`config.mk`:
```
export PLATFORM = sky130hd
export DESIGN_NAME = tl_a_repeater
export DESIGN_NICKNAME = d
export VERILOG_FILES = /design/src/rtl/tl_a_repeater.sv
export SDC_FILE = /design/constraint.sdc
export NUM_CORES = 1
export LEC_CHECK = 0
export CAP_MARGIN = 20
export CORE_ASPECT_RATIO = 1.5
export CORE_MARGIN = 2
export CORE_UTILIZATION = 32
export CTS_CLUSTER_SIZE = 20
export DETAILED_ROUTE_END_ITERATION = 8
export PLACE_DENSITY_LB_ADDON = 0.1
export SYNTH_ARGS = -nofsm -noshare
export SYNTH_HDL_FRONTEND = slang
export SYNTH_SLANG_ARGS = --single-unit
```
`constraint.sdc`:
```
create_clock -name clock_i -period 1.9 [get_ports clock_i]
set_input_delay 0.475 -clock clock_i [delete_from_list [all_inputs] [get_ports clock_i]]
set_output_delay 0.475 -clock clock_i [all_outputs]
set_load 0.1 [all_outputs]
```
`src/rtl/tl_a_repeater.sv`:
```
// tl_a_repeater: single-entry TileLink A-channel repeater.
// Beats pass through combinationally. A beat accepted with repeat_i high is
// captured and replayed until a handshake with repeat_i low releases it.
// Ports:
//   clock_i, reset_n_i   clock, synchronous active-low reset
//   repeat_i             hold the current beat (sampled on deq handshake only)
//   enq_*_i / enq_ready_o  upstream beat and handshake
//   deq_*_o / deq_ready_i  downstream beat and handshake
//   full_o               a captured beat is being replayed
//   saved_mask_o         mask of the captured beat, 0 when not full
//   replay_cnt_o         deq handshakes from the saved beat, saturating
//   err_partial_mask_o   sticky: a beat with a non-full mask was captured
module tl_a_repeater #(
   parameter int unsigned ADDR_W = 30,
   parameter int unsigned SRC_W  = 7,
   parameter int unsigned SIZE_W = 4,
   parameter int unsigned DATA_W = 32,
   parameter int unsigned CNT_W  = 8
) (
   input  logic                  clock_i,
   input  logic                  reset_n_i,
   input  logic                  repeat_i,
   input  logic                  enq_valid_i,
   output logic                  enq_ready_o,
   input  logic [2:0]            enq_opcode_i,
   input  logic [2:0]            enq_param_i,
   input  logic [SIZE_W-1:0]     enq_size_i,
   input  logic [SRC_W-1:0]      enq_source_i,
   input  logic [ADDR_W-1:0]     enq_address_i,
   input  logic [DATA_W/8-1:0]   enq_mask_i,
   input  logic [DATA_W-1:0]     enq_data_i,
   input  logic                  enq_corrupt_i,
   output logic                  deq_valid_o,
   input  logic                  deq_ready_i,
   output logic [2:0]            deq_opcode_o,
   output logic [2:0]            deq_param_o,
   output logic [SIZE_W-1:0]     deq_size_o,
   output logic [SRC_W-1:0]      deq_source_o,
   output logic [ADDR_W-1:0]     deq_address_o,
   output logic [DATA_W/8-1:0]   deq_mask_o,
   output logic [DATA_W-1:0]     deq_data_o,
   output logic                  deq_corrupt_o,
   output logic                  full_o,
   output logic [DATA_W/8-1:0]   saved_mask_o,
   output logic [CNT_W-1:0]      replay_cnt_o,
   output logic                  err_partial_mask_o
);

   localparam int unsigned MASK_W = DATA_W / 8;

   localparam logic ST_EMPTY = 1'b0;
   localparam logic ST_FULL  = 1'b1;

   logic                state_q,   state_d;
   logic [2:0]          opcode_q,  opcode_d;
   logic [2:0]          param_q,   param_d;
   logic [SIZE_W-1:0]   size_q,    size_d;
   logic [SRC_W-1:0]    source_q,  source_d;
   logic [ADDR_W-1:0]   address_q, address_d;
   logic [MASK_W-1:0]   mask_q,    mask_d;
   logic [DATA_W-1:0]   data_q,    data_d;
   logic                corrupt_q, corrupt_d;
   logic [CNT_W-1:0]    cnt_q,     cnt_d;
   logic                err_q,     err_d;
   logic                deq_fire;
   logic [CNT_W-1:0]    cnt_inc;

   assign full_o             = (state_q == ST_FULL);
   assign deq_valid_o        = full_o ? 1'b1 : enq_valid_i;
   assign enq_ready_o        = full_o ? 1'b0 : deq_ready_i;
   assign deq_opcode_o       = full_o ? opcode_q  : enq_opcode_i;
   assign deq_param_o        = full_o ? param_q   : enq_param_i;
   assign deq_size_o         = full_o ? size_q    : enq_size_i;
   assign deq_source_o       = full_o ? source_q  : enq_source_i;
   assign deq_address_o      = full_o ? address_q : enq_address_i;
   assign deq_mask_o         = full_o ? mask_q    : enq_mask_i;
   assign deq_data_o         = full_o ? data_q    : enq_data_i;
   assign deq_corrupt_o      = full_o ? corrupt_q : enq_corrupt_i;
   assign saved_mask_o       = full_o ? mask_q    : '0;
   assign replay_cnt_o       = cnt_q;
   assign err_partial_mask_o = err_q;

   assign deq_fire = deq_valid_o & deq_ready_i;
   // Saturating increment: holds at all-ones.
   assign cnt_inc  = (cnt_q == '1) ? cnt_q : cnt_q + CNT_W'(1);

   always_comb begin
      state_d   = state_q;
      opcode_d  = opcode_q;
      param_d   = param_q;
      size_d    = size_q;
      source_d  = source_q;
      address_d = address_q;
      mask_d    = mask_q;
      data_d    = data_q;
      corrupt_d = corrupt_q;
      cnt_d     = cnt_q;
      err_d     = err_q;
      if (deq_fire) begin
         case (state_q)
            ST_EMPTY: begin
               if (repeat_i) begin
                  state_d   = ST_FULL;
                  opcode_d  = enq_opcode_i;
                  param_d   = enq_param_i;
                  size_d    = enq_size_i;
                  source_d  = enq_source_i;
                  address_d = enq_address_i;
                  mask_d    = enq_mask_i;
                  data_d    = enq_data_i;
                  corrupt_d = enq_corrupt_i;
                  cnt_d     = '0;
                  if (enq_mask_i != '1) err_d = 1'b1;
               end
            end
            default: begin
               cnt_d = cnt_inc;
               if (!repeat_i) state_d = ST_EMPTY;
            end
         endcase
      end
   end

   always_ff @(posedge clock_i) begin
      if (!reset_n_i) begin
         state_q   <= ST_EMPTY;
         opcode_q  <= '0;
         param_q   <= '0;
         size_q    <= '0;
         source_q  <= '0;
         address_q <= '0;
         mask_q    <= '0;
         data_q    <= '0;
         corrupt_q <= 1'b0;
         cnt_q     <= '0;
         err_q     <= 1'b0;
      end else begin
         state_q   <= state_d;
         opcode_q  <= opcode_d;
         param_q   <= param_d;
         size_q    <= size_d;
         source_q  <= source_d;
         address_q <= address_d;
         mask_q    <= mask_d;
         data_q    <= data_d;
         corrupt_q <= corrupt_d;
         cnt_q     <= cnt_d;
         err_q     <= err_d;
      end
   end

endmodule

```
==> metrics.csv <==
metric,value,unit
Hold Path Cell Cnt,2,
"commonest non-fill, non-tap cell in the layout",nand2_1,
VDD IR max,0.5414,mV
full die area,14930,um^2
Starting Density,0.3283,
1st-iter DRT viols,116,
Overall Power,0.006486,W
vias per cell,4.929,
"Seq/Total Area, Yosys",0.4215,
mapped cell area,4464,um^2
share of layout cells above drive strength 1,0.3531,
ranking of synthesized cells by area,"dfxtp_1 42%, mux2_2 21%, nand2_1 15%",
maximum clock frequency,0.4966,GHz
Routed WL,14420,um
drt pass-1 iters,4,
final setup fails,87,
smallest hold slack,0.4545,ns
Hold Path Sink,data_q[17],
H-tree levels,3,
Final nets,810,
Hold Buf Count CTS,0,
hold path startpoint,data_q[17],
flop-to-flop setup slack,0.13,ns
synth unique cells,36,
failing checks,negative setup slack,
initial antenna violation count,0,
RSZ-0062 raised after global routing,true,
CTS Buf Count,9,
maxcap violations,0,
leading area contributor after synthesis,dfxtp_1,
I/O Buffers,188,
post-route ant nets,0,
post-synth top area share,0.4215,
Antenna Cells,0,
vias in the first global route,4384,
Critical Path AT,1.54,ns
Syn Inst Count,525,
Final Hold Fails,0,
FF-to-FF path depth,8,
"flops & latches, synth",94,
Final GP Congestion,0.7800,
crit end category,output pin,
Async SR Flop Fraction,0,
count of final max-slew check failures,0,
Least-Margin Pin Slew,0.2810,ns
highest net fanout along the worst path,7,
warnings from Yosys,0,
global-route wire length before repair,21520,um
std cell rows,52,
Core Region,13600,um^2
Mapped Nets,615,
Main synth FF type,dfxtp_1,
Via Count,4372,
crit path launch type,flop,
TNS Setup,-8.109,ns
most frequent cells in the layout,"174 x nand2_1, 109 x buf_12, 88 x a21oi_1",
fin crit period,2.014,ns
CP Class,reg -> out,
drt drc,0,
clock skew,0.007169,ns
GR Util All Layers,0.1788,
Synth Area per Inst,8.503,um^2
Clock Tree Root,clkbuf_16,
Rel. slew slack,0.8100,
CP Data Required Time,1.42,ns
wire per inst,16.26,um
setup ws final,-0.1139,ns
Clock Tree Buf Depth,2,
Pwr per Cell Area,756.4,nW/um^2
Reg-to-Reg End,data_q[7],
Final period util,1.060,
Clock Latency Late Sink,0.33,ns
worst r2r src,full_o,
Clock Sink Count,94,
die extent in y,148.7,um
area delta synth->final,92.07,%
register clock-pin slew on the reported worst setup and hold paths,0.06,ns
Die W,100.4,um
Leak,3.433,nW
hold crit path type,reg -> reg,
status,"finished, violations left",
TritonCTS clock tree,built,
number of synthesized flops with an enable pin,0,
largest net degree at the start of global routing,48,
DP HPWL,9820,um
I/O Pins,189,
total global routing overflow,0,
## registers in the layout, summed over array words and instances (netlist names)
register	cells
source_q	7
mask_q	4
corrupt_q	1
param_q	3
data_q	32
replay_cnt_o	8
full_o	1
err_partial_mask_o	1
opcode_q	3
address_q	30
size_q	4
## worst max path at each step
stage                                   end  slack [ns]  cells after the start         from
after floorplan             saved_mask_o[0]       -0.07                      3       full_o
after global placement      replay_cnt_o[3]       -0.11                      5  enq_valid_i
after detailed placement    replay_cnt_o[2]       -0.13                      6  enq_valid_i
after CTS                     deq_data_o[7]       -0.17                      3       full_o
after global routing       deq_address_o[7]       -0.16                      4       full_o
final                     deq_address_o[28]       -0.11                      4       full_o
## timing repair
item,4_1_cts,5_1_grt
gates resized for setup,8,9
gates cloned,0,11
pin swaps,0,1
setup endpoints to repair,89,88
setup buffers,0,6
## area by class of cell
type	count	area, um^2
Timing Repair Buffer	224	3457
Fill cell	1080	5024
Clock inverter	4	55.05
Inverter	2	7.507
Clock buffer	12	246.5
Multi-Input combinational cell	389	2705
Tap cell	162	202.7
Sequential cell	94	1901
## Yosys cell counts, types with 2 or more instances
cell type / count
clkbuf_1: 20
buf_6: 5
nor2_1: 3
nor3_1: 3
nand4b_1: 2
nor2b_1: 2
inv_1: 2
a31oi_1: 3
mux2i_1: 2
mux2_2: 84
nand2_1: 174
buf_2: 13
and2_1: 6
nand3_1: 3
buf_4: 2
a21oi_1: 88
dfxtp_1: 94
## metrics by stage
stage,instance area (um^2),std cells,utilization,worst slack (ns)
2_1_floorplan,4835,525,-,-0.06557
3_3_place_gp,7939,855,0.5838,-0.1120
3_5_place_dp,7939,855,0.5838,-0.1332
4_1_cts,8269,871,0.6081,-0.1673
5_1_grt,8574,887,0.6306,-0.1585
6_report,8574,887,0.6306,-0.1139
## routing by layer
metal,vias to the layer above,global-route usage,share of wire
li1,2166,-,-
met1,2054,0.2015,0.38
met2,138,0.3164,0.53
met3,14,0.05968,0.070
met4,0,0.05342,0.018
met5,-,0,0
## worst max-delay path, cell delays in order, from the launching register on
cell and delay (ns):
dfxtp_4 0.39, buf_12 0.15, clkbuf_16 0.17, mux2_4 0.32, buf_12 0.17
## power by group
part	internal [W]	leakage, nW	switching (W)
logic	0.00108	2.52	0.00152
registers	0.00203	0.769	0.0000352
clock network	0.00106	0.143	0.000756
## logic make-up after synthesis
| logic type | synth area share |
|---|---|
| and+or+nand+nor | 0.1844 |
| AOI/OAI and AO/OA | 0.1258 |
| DFF | 0.4215 |
| muxes | 0.2164 |
| buffers and inverters | 0.04904 |
| adders and majority gates | 0.002802 |
No activity file was read; power rests on OpenSTA's default activity.
